[config.mk]
export PLATFORM = sky130hd
export DESIGN_NAME = vigna_bus_arbiter_flat
export DESIGN_NICKNAME = d
export VERILOG_FILES = /design/src/rtl/vigna_arb_pkg.sv /design/src/rtl/vigna_bus_arbiter_if.sv /design/src/rtl/vigna_bus_arbiter.sv /design/src/flat_wrapper.sv
export SDC_FILE = /design/constraint.sdc
export NUM_CORES = 1
export LEC_CHECK = 0
export CAP_MARGIN = 20
export CORE_AREA = 8 8 100 102
export CTS_CLUSTER_DIAMETER = 120
export DETAILED_ROUTE_END_ITERATION = 7
export DIE_AREA = 0 0 108 110
export MAX_ROUTING_LAYER = met4
export PLACE_DENSITY = 0.8
export SYNTH_ARGS = -nofsm -noshare
export SYNTH_HDL_FRONTEND = slang
export SYNTH_SLANG_ARGS = --single-unit
[constraint.sdc]
create_clock -name clk -period 2 [get_ports clk]
set_input_delay 0.5 -clock clk [delete_from_list [all_inputs] [get_ports clk]]
set_output_delay 0.5 -clock clk [all_outputs]
set_load 0.02 [all_outputs]
[src/rtl/vigna_arb_pkg.sv]
// Shared types and the grant-selection helper for the vigna instruction/data memory-port arbiter.
package vigna_arb_pkg;

  typedef enum logic [1:0] {
    ARB_IDLE  = 2'd0,
    ARB_GNT_I = 2'd1,
    ARB_GNT_D = 2'd2,
    ARB_TURN  = 2'd3
  } arb_state_t;

  localparam logic ARB_OWN_I = 1'b0;
  localparam logic ARB_OWN_D = 1'b1;

  // On contention, round-robin hands the port to whoever did not own it last;
  // fixed priority always favours the data port.
  function automatic arb_state_t arb_pick(input logic i_req, input logic d_req,
                                          input logic round_robin, input logic last_gnt);
    arb_state_t pick;
    pick = ARB_IDLE;
    if (i_req && d_req) begin
      pick = (round_robin && (last_gnt == ARB_OWN_D)) ? ARB_GNT_I : ARB_GNT_D;
    end else if (i_req) begin
      pick = ARB_GNT_I;
    end else if (d_req) begin
      pick = ARB_GNT_D;
    end
    return pick;
  endfunction

endpackage

[src/rtl/vigna_bus_arbiter_if.sv]
// Bundle of the instruction, data and shared memory port signals around the arbiter.
interface vigna_bus_arbiter_if;

  logic        i_valid;
  logic [31:0] i_addr;
  logic        i_ready;
  logic [31:0] i_rdata;

  logic        d_valid;
  logic [31:0] d_addr;
  logic [31:0] d_wdata;
  logic [3:0]  d_wstrb;
  logic        d_ready;
  logic [31:0] d_rdata;

  logic        m_valid;
  logic [31:0] m_addr;
  logic [31:0] m_wdata;
  logic [3:0]  m_wstrb;
  logic        m_ready;
  logic [31:0] m_rdata;

  // Arbiter side.
  modport master (
    input  i_valid, i_addr, d_valid, d_addr, d_wdata, d_wstrb, m_ready, m_rdata,
    output i_ready, i_rdata, d_ready, d_rdata, m_valid, m_addr, m_wdata, m_wstrb
  );

  // Environment side: core ports and memory.
  modport slave (
    output i_valid, i_addr, d_valid, d_addr, d_wdata, d_wstrb, m_ready, m_rdata,
    input  i_ready, i_rdata, d_ready, d_rdata, m_valid, m_addr, m_wdata, m_wstrb
  );

endinterface

[src/rtl/vigna_bus_arbiter.sv]
// Two-to-one arbiter sharing one memory port between the vigna instruction and data ports,
// with a one-cycle turnaround after every completed transfer.
module vigna_bus_arbiter
  import vigna_arb_pkg::*;
#(
  parameter bit ROUND_ROBIN = 1'b1
) (
  input logic                 clk,
  input logic                 resetn,
  vigna_bus_arbiter_if.master bus
);

  arb_state_t state_q, state_d;
  logic       last_gnt_q, last_gnt_d;

  always_ff @(posedge clk or negedge resetn) begin
    if (!resetn) begin
      state_q    <= ARB_IDLE;
      last_gnt_q <= ARB_OWN_I;
    end else begin
      state_q    <= state_d;
      last_gnt_q <= last_gnt_d;
    end
  end

  always_comb begin
    state_d     = state_q;
    last_gnt_d  = last_gnt_q;
    bus.m_valid = 1'b0;
    bus.m_addr  = 32'h0;
    bus.m_wdata = 32'h0;
    bus.m_wstrb = 4'h0;
    bus.i_ready = 1'b0;
    bus.d_ready = 1'b0;

    unique case (state_q)
      ARB_IDLE, ARB_TURN: begin
        // Memory ready here is deliberately ignored: sticky slaves may still be high.
        state_d = arb_pick(bus.i_valid, bus.d_valid, ROUND_ROBIN, last_gnt_q);
        if (state_d == ARB_GNT_I) last_gnt_d = ARB_OWN_I;
        if (state_d == ARB_GNT_D) last_gnt_d = ARB_OWN_D;
      end
      ARB_GNT_I: begin
        // Instruction port is read-only, so write data and strobes stay zero.
        bus.m_valid = 1'b1;
        bus.m_addr  = bus.i_addr;
        bus.i_ready = bus.m_ready;
        if (bus.m_ready) state_d = ARB_TURN;
      end
      ARB_GNT_D: begin
        bus.m_valid = 1'b1;
        bus.m_addr  = bus.d_addr;
        bus.m_wdata = bus.d_wdata;
        bus.m_wstrb = bus.d_wstrb;
        bus.d_ready = bus.m_ready;
        if (bus.m_ready) state_d = ARB_TURN;
      end
      default: state_d = ARB_IDLE;
    endcase
  end

  assign bus.i_rdata = bus.m_rdata;
  assign bus.d_rdata = bus.m_rdata;

endmodule

[src/flat_wrapper.sv]
// flat-port wrapper written by rule: the top's interface ports become plain ports
module vigna_bus_arbiter_flat import vigna_arb_pkg::*;
#(
  parameter bit ROUND_ROBIN = 1'b1
)
  (clk, resetn, bus_i_valid, bus_i_addr, bus_d_valid, bus_d_addr, bus_d_wdata, bus_d_wstrb, bus_m_ready, bus_m_rdata, bus_i_ready, bus_i_rdata, bus_d_ready, bus_d_rdata, bus_m_valid, bus_m_addr, bus_m_wdata, bus_m_wstrb);
  vigna_bus_arbiter_if bus_i ();
  input logic clk;
  input logic resetn;
  input wire logic [$bits(bus_i.i_valid)-1:0] bus_i_valid;
  input wire logic [$bits(bus_i.i_addr)-1:0] bus_i_addr;
  input wire logic [$bits(bus_i.d_valid)-1:0] bus_d_valid;
  input wire logic [$bits(bus_i.d_addr)-1:0] bus_d_addr;
  input wire logic [$bits(bus_i.d_wdata)-1:0] bus_d_wdata;
  input wire logic [$bits(bus_i.d_wstrb)-1:0] bus_d_wstrb;
  input wire logic [$bits(bus_i.m_ready)-1:0] bus_m_ready;
  input wire logic [$bits(bus_i.m_rdata)-1:0] bus_m_rdata;
  output wire logic [$bits(bus_i.i_ready)-1:0] bus_i_ready;
  output wire logic [$bits(bus_i.i_rdata)-1:0] bus_i_rdata;
  output wire logic [$bits(bus_i.d_ready)-1:0] bus_d_ready;
  output wire logic [$bits(bus_i.d_rdata)-1:0] bus_d_rdata;
  output wire logic [$bits(bus_i.m_valid)-1:0] bus_m_valid;
  output wire logic [$bits(bus_i.m_addr)-1:0] bus_m_addr;
  output wire logic [$bits(bus_i.m_wdata)-1:0] bus_m_wdata;
  output wire logic [$bits(bus_i.m_wstrb)-1:0] bus_m_wstrb;
  assign bus_i.i_valid = bus_i_valid;
  assign bus_i.i_addr = bus_i_addr;
  assign bus_i.d_valid = bus_d_valid;
  assign bus_i.d_addr = bus_d_addr;
  assign bus_i.d_wdata = bus_d_wdata;
  assign bus_i.d_wstrb = bus_d_wstrb;
  assign bus_i.m_ready = bus_m_ready;
  assign bus_i.m_rdata = bus_m_rdata;
  assign bus_i_ready = bus_i.i_ready;
  assign bus_i_rdata = bus_i.i_rdata;
  assign bus_d_ready = bus_i.d_ready;
  assign bus_d_rdata = bus_i.d_rdata;
  assign bus_m_valid = bus_i.m_valid;
  assign bus_m_addr = bus_i.m_addr;
  assign bus_m_wdata = bus_i.m_wdata;
  assign bus_m_wstrb = bus_i.m_wstrb;
  vigna_bus_arbiter #(.ROUND_ROBIN(ROUND_ROBIN)) u_core (.clk(clk), .resetn(resetn), .bus(bus_i));
endmodule
Yosys cells after proc, flatten, opt, wreduce, memory -nomap -nowiden
Index checks and enable logic that the tools add are counted.
{"block": "word_totals", "reg_bits": 3, "inputBits": 137, "out_inout_bits": 135, "word_cells": 29}
{"block": "op_classes", "n_eq_ne": 6, "n_mux": 15, "reduce_logical": 6}
{"cell": "32-bit one-hot mux with 2 select lines", "count": 1}
{"cell": "32-bit two-way mux", "count": 1}
{"cell": "2-bit two-way mux", "count": 6}
{"cell": "2-bit == test (second input constant)", "count": 3}
{"cell": "1-bit two-way mux", "count": 5}
{"cell": "2-bit by 1-bit == test with 1-bit output (second input constant)", "count": 2}
{"cell": "4-bit two-way mux", "count": 1}
{"cell": "2-bit one-hot mux with 2 select lines", "count": 1}
{"cell": "2-bit OR reduction", "count": 2}
{"cell": "2-bit zero test", "count": 1}
{"cell": "2-bit by 1-bit != test with 1-bit output (second input constant)", "count": 1}
{"cell": "2-bit AND reduction", "count": 1}
{"cell": "2-bit nonzero test", "count": 1}
{"cell": "1-bit logical AND", "count": 1}

Depth between registers and ports, before layout
Gate-level depths: netlist (run 1).
{"block": "logic_depth", "word_depth": 7, "depth_mapped": 6}

Least setup slack after synthesis (run 1)
No wires, ideal clock.
{"block": "synth_timing", "path_kind": "reg2out", "startpoint": "reg u_core.state_q[0]", "endpoint": "out bus_m_addr[18]", "arrival_time_ns": 1.317, "required_ns": 1.500, "setup_slack_ns": 0.183, "path_stages_with_launch": 6, "n_path_buf": 2, "path_cell_list": "dfrtp_1 > inv_1 > ha_1 > buf_2 > buf_2 > nor2_1"}
{"block": "synth_between", "elab_chain_len": 2, "word_cells_on_any_way": 3, "cone_classes": "eq/ne (2); mux (1)"}
{"element": "from (decl)", "line_no": "vigna_bus_arbiter.sv:13", "text": "arb_state_t state_q, state_d;"}
{"element": "from (signal assigned)", "line_no": "vigna_bus_arbiter.sv:21", "text": "state_q <= state_d;"}
{"element": "2-bit == test / 2-bit by 1-bit == test with 1-bit output (equally long branches)", "line_no": "vigna_bus_arbiter.sv:36", "text": "unique case (state_q)"}
{"element": "32-bit one-hot mux with 2 select lines (*)", "line_no": "vigna_bus_arbiter.sv:36"}
{"element": "to (decl)", "line_no": "flat_wrapper.sv:23", "text": "output wire logic [$bits(bus_i.m_addr)-1:0] bus_m_addr;"}
Every way passes the cells marked *; elsewhere a longest branch is shown, timed or not.

Worst setup path after layout (run 1)
{"block": "layout_timing", "startpoint": "reg u_core.state_q[0]", "endpoint": "out bus_m_addr[11]"}
The elaborated chain is that of the path after synthesis.

==> results of run 1 <==
[registers in the layout, indices dropped and copies added (netlist names)]
signal and count:
u_core.state_q 2, u_core.last_gnt_q 1
[report_power, final]
part	switching (mW)	total, mW	internal, mW
logic	2.07	3.79	1.72
registers	0.0321	0.125	0.0934
clock network	0.0463	0.183	0.136
[cell type report]
class | instances | area share (%)
timing repair buffer | 193 | 60.1
multi-input combinational | 115 | 30.8
tap | 108 | 4.61
sequential | 3 | 2.60
clock buffer | 4 | 1.54
inverter | 3 | 0.384
[final timing paths]
path | slack (ps) | cells past startpoint | endpoint | start
setup reg to reg | 490 | 4 | u_core.last_gnt_q | u_core.last_gnt_q
setup / recovery | -0.8 | 6 | bus_m_addr[11] | u_core.state_q[0]
hold / removal | 470 | 1 | u_core.last_gnt_q | resetn
max in group asynchronous | 1350 | 1 | u_core.state_q[1] | resetn
min in group clk | 550 | 1 | u_core.last_gnt_q | u_core.last_gnt_q
hold reg to reg | 550 | 1 | u_core.last_gnt_q | u_core.last_gnt_q
[cell usage after synthesis (all sizes together)]
library cell and count:
buf 76, and2 38, nor2 33, a22oi 32, clkbuf 3, dfrtp 3, ha 3, inv 3
nor2b 2, a21boi 1, mux2 1, nand2 1, nand2b 1, o21a 1, o22ai 1, or3 1
[layer usage]
metal	GRT usage (%)	vias to the layer above
met4	4.46	0
met2	19.0	140
met3	3.95	32
li1	-	828
met1	10.5	798
met5	-	-
[cells by family (layout without fill, tap and decap cells)]
family                     after synthesis  count (layout)
DFF                                      3               3
buffers and inverters                   82             200
and+or+nand+nor                         76              76
adders and majority gates                3               3
muxes                                    1               1
AOI/OAI and AO/OA                       35              35
[per-stage QoR]
stage / instances / area (um2) / setup WS [ps] / TNS, ps
6_report: 426 / 2930 / -0.790 / -0.790
3_5_place_dp: 415 / 2880 / -313 / -15440
2_1_floorplan: 200 / 1440 / 183 / 0
5_1_grt: 426 / 2930 / -60.8 / -1090
3_3_place_gp: 415 / 2880 / -311 / -14690
4_1_cts: 421 / 2860 / -30.9 / -105
[worst reg2reg max path, cell delays in order, from the launching register on]
cell      delay (ps)
dfrtp_1          390
a21boi_0         280
ha_1             320
nor2b_4          120
mux2_4           290
[cell usage in the layout (no fill, tap or decap), types with 2 or more instances in the layout]
cell type,n
inv_2,2
clkdlybuf4s15_2,9
buf_2,49
clkbuf_16,3
clkdlybuf4s50_1,104
nor2_2,10
clkbuf_8,3
ha_4,2
buf_4,16
buf_12,5
a22oi_2,28
dfrtp_1,2
and2_1,38
nor2_1,23
buf_6,7
a22oi_1,4
[repair_timing]
| action | 4_1_cts | 5_1_grt |
|---|---|---|
| setup buffers | 1 | 2 |
| setup endpoints to repair | 71 | 61 |
| cloned | 1 | 4 |
| pin swaps | 0 | 4 |
| resized for setup | 265 | 57 |
==> impl_metrics.tcl, run 1 <==
set metrics [dict create \
    hold_path.class "primary input to asynchronous set/reset pin" \
    synth-xor-area-share_pct 0 \
    dieArea_um2 11900 \
    final.min_clock_period_ps 2000 \
    timing.final.crit_share_pct 100 \
    yosysTopAreaCellShare_pct 34.3 \
    cp_num_buf_inv 3 \
    grt_pass1_vias 1898 \
    synth_largest_area_cell "buf_4" \
    power_density_nw_per_um2 1400 \
    final_antenna_net_count 0 \
    crit_slowest_cell "dfrtp_1" \
    rsz0062_at_grt "yes" \
    fin_ws_ps -0.790 \
    final_core_util_pct 34.6 \
    max_stage_delay_ps 400 \
    n_antenna_cell 0 \
    area_growth_pct 103 \
    h-tree-depth 1 \
    syn_avg_cell_area_um2 7.21 \
    maxSlewHeadroom_pct 81.6 \
    hold_ws_ps 474 \
    synth-seq-cells 3 \
    yosys.area_share.simple_pct 29.3 \
    antenna_found_initial 0 \
    leakagePower_nw 1.26 \
    p_total_mw 4.10 \
    worstPathMaxFanout 7 \
    end_kind "output port" \
    fin_skew_ps 5.27 \
    cts_sinks 3 \
    synth_cells 200 \
    port_buffers 175 \
    synthAdderAreaFrac_pct 2.60 \
    yosysSeqAreaShare_pct 5.20 \
    grt_overflow 0 \
    cp_top_family "buffers and inverters" \
    seq_area_um2 76.3 \
    hold_viol 0 \
    yosysWarningCount 0 \
    synth.area.top_cells "buf_4, and2_1, a22oi_1" \
    synth_nets 340 \
    grt_pass1_wl_um 9940 \
    die_x_um 108 \
    violations "negative setup slack" \
    dr.pass1.iters 4 \
    finalSetupViolations 1 \
    place.gp.congestion 0.734 \
    crit_chain "buf_6 -> ha_4 -> clkbuf_16 -> a22oi_2 -> nor2_2 -> buf_6" \
    cts_hold_buf 0 \
    core_um2 8470 \
    avgRoutedWirePerCell_um 17.8 \
    vias 1798 \
    num_rows 34 \
    clockBufferDepth 2 \
    drc 0 \
    slew_violations 0 \
    root_buffer "clkbuf_8" \
    insertion_delay_ps 220 \
    multiInputGateArea_um2 902 \
    netlist_area_um2 1440 \
    dr_wl_met2_um 3810 \
    status "complete, but fails checks" \
    cts_buffers 3 \
    dp_hpwl_um 5870 \
    clk_pin_slew_ps 30 \
    grt_max_degree 31 \
    die_h_um 110 \
    start_util_pct 17.0 \
    crit_arrival_ps 1500 \
    synth_top_family_by_area "buffers and inverters" \
    num_io_pins 272 \
    grt_usage_pct 10.8 \
    via_per_inst 4.22 \
    max_freq_ghz 0.500 \
    drive_above_1_share_pct 43.1 \
    synth.distinct_cells 21 \
    wl_met3_um 850 \
    drt-met1-wl_um 2710 \
    drtIter0Drc 30 \
    cpMostUsedCell "buf_6" \
    routed_wl_um 7570 \
    tightest_slew_ps 273 \
    top_layer_used "met4" \
    irDropWorstVdd_uv 529 \
    cp.required_ps 1500 \
    synth_compound_area_share_pct 21.6 \
    fillers 873 \
    path_class "register to output port" \
    synth_mux_area_share_pct 1.04 \
    nets 459 \
    maxCapViolations 0 \
    crit_path_start_kind "register" \
    tritoncts "built" \
]
Power figures use the tool's default switching activity.
==> inputs of run 2 (changes only) <==
Settings changed: ABC_AREA set to 1, PLACE_DENSITY 0.8 to 0.81, RECOVER_POWER set to 100.
==> impl_metrics.tcl, run 2 <==
set metrics [dict create \
    antenna_found_initial 0 \
    hold_path.class "register to register" \
    worstPathMaxFanout 17 \
    grt_usage_pct 11.2 \
    vias 2032 \
    crit_path_start_kind "register" \
    final_cell_mix "nand2_1, clkdlybuf4s50_1, inv_1" \
    irDropWorstVdd_uv 678 \
    seq_area_um2 75.1 \
    end_kind "output port" \
    worstHoldStart "u_core.last_gnt_q" \
    status "completed" \
    grt_pass1_vias 1960 \
    place.gp.congestion 0.809 \
    dr.pass1.iters 7 \
    crit_start "u_core.state_q[0]" \
    synth_largest_area_cell "buf_4" \
    async_flop_share_pct 100 \
    num_io_pins 272 \
    path_class "register to output port" \
    core_um2 8470 \
    h-tree-depth 1 \
    n_antenna_cell 0 \
    synth_nets 420 \
    drc 0 \
    synth.distinct_cells 12 \
    routed_wl_um 7740 \
    insertion_delay_ps 220 \
    die_x_um 108 \
    start_util_pct 17.9 \
    max_freq_ghz 0.506 \
    syn_avg_cell_area_um2 5.42 \
    maxCapViolations 0 \
    crit_arrival_ps 1480 \
    yosysTopAreaCellShare_pct 33.6 \
    clk_pin_slew_ps 30 \
    hold_ws_ps 529 \
    fin_skew_ps 2.64 \
    final_antenna_net_count 0 \
    maxSlewHeadroom_pct 86.0 \
    rsz0062_at_grt "yes" \
    avgRoutedWirePerCell_um 15.4 \
    die_h_um 110 \
    dieArea_um2 11900 \
    nets 536 \
    cp.required_ps 1500 \
    grt_max_degree 29 \
    top_register "u_core.state_q" \
    grt_overflow 0 \
    slew_violations 0 \
    r2r-start "u_core.state_q[1]" \
    synth_most_common_cell "nand2_1" \
    clockBufferDepth 2 \
    final.min_clock_period_ps 1980 \
    synth.area.top_cells "buf_4, nand2_1, inv_1" \
    synth-seq-cells 3 \
    finalSetupViolations 0 \
    synth_common_cells "nand2_1, buf_4, inv_1" \
    yosysSeqAreaShare_pct 4.94 \
    tritoncts "built" \
    drtIter0Drc 93 \
    netlist_area_um2 1520 \
    cts_buffers 3 \
    tightest_slew_ps 211 \
    area_growth_pct 88.0 \
    p_total_mw 3.79 \
    hold_viol 0 \
    reg_top3 "u_core.state_q (2), u_core.last_gnt_q (1)" \
    grt_pass1_wl_um 10400 \
    num_rows 34 \
    drive_above_1_share_pct 27.1 \
    timing.final.crit_share_pct 98.9 \
    yosysWarningCount 0 \
    setup_tns_ps 0 \
    synth_edf_count 0 \
    fin_ws_ps 22.6 \
    root_buffer "clkbuf_8" \
    port_buffers 175 \
    post_cts_buffers 0 \
    fillers 906 \
    dp_hpwl_um 6100 \
    multiInputGateArea_um2 718 \
    synth_top_flop_cell "dfrtp_1" \
    mostFrequentLayoutCell "nand2_1" \
    post-place-ws_ps -323 \
    largest_register_ffs 2 \
    via_per_inst 4.04 \
    cts_sinks 3 \
    power_density_nw_per_um2 1330 \
    synth_cells 280 \
    leakagePower_nw 1.55 \
]
## run 2: worst max-delay path, cell delays in order, from the launching register on
cell	delay, ps
dfrtp_1	380
inv_2	80
ha_4	220
bufbuf_16	310
nand2_1	60
inv_1	60
buf_2	160
## run 2: layout make-up
cell class | count | share of cell area (%)
timing repair buffer | 191 | 60.0
multi-input combinational | 152 | 25.2
sequential | 3 | 2.63
tap | 108 | 4.73
clock buffer | 4 | 1.58
inverter | 45 | 5.92
## run 2: per-layer routing
metal | wire length, um | global-route usage, %
met1 | 2950 | 11.6
met2 | 3840 | 19.9
met3 | 786 | 3.60
met4 | 161 | 3.17
met5 | 0 | -
## run 2: what timing repair did
| item | CTS | global route |
|---|---|---|
| resized for setup | 254 | 71 |
| gates cloned | 2 | 1 |
| hold buffers | 0 | 0 |
| endpoints found under the setup margin | 71 | 46 |
## run 2: report_power, final
group / internal [mW] / leakage (nW) / total, mW / switching (mW)
clock network: 0.136 / 0.0228 / 0.179 / 0.0430
registers: 0.0908 / 0.0349 / 0.114 / 0.0234
logic: 1.51 / 1.49 / 3.50 / 2.00
## run 2: path summary, 6_finish.rpt
check	cells after the start	slack [ps]	end
hold / removal	2	530	u_core.last_gnt_q
hold reg to reg	2	530	u_core.last_gnt_q
setup / recovery	6	20	bus_m_wdata[9]
setup reg to reg	6	670	u_core.last_gnt_q
max in group asynchronous	1	1320	u_core.state_q[0]
min in group asynchronous	1	540	u_core.last_gnt_q
## run 2: through the flow
stage / util, % / std cells / area, um2
floorplan: - / 280 / 1520
global placement: 34.4 / 496 / 2910
detailed placement: 34.4 / 496 / 2910
CTS: 33.0 / 502 / 2790
global route: 33.7 / 503 / 2860
finish: 33.7 / 503 / 2860
## run 2: kinds of logic after synthesis
family | Yosys count | share of synthesized area, %
and+or+nand+nor | 115 | 28.5
AOI/OAI and AO/OA | 34 | 11.2
buffers and inverters | 125 | 52.9
adders and majority gates | 3 | 2.47
DFF | 3 | 4.94
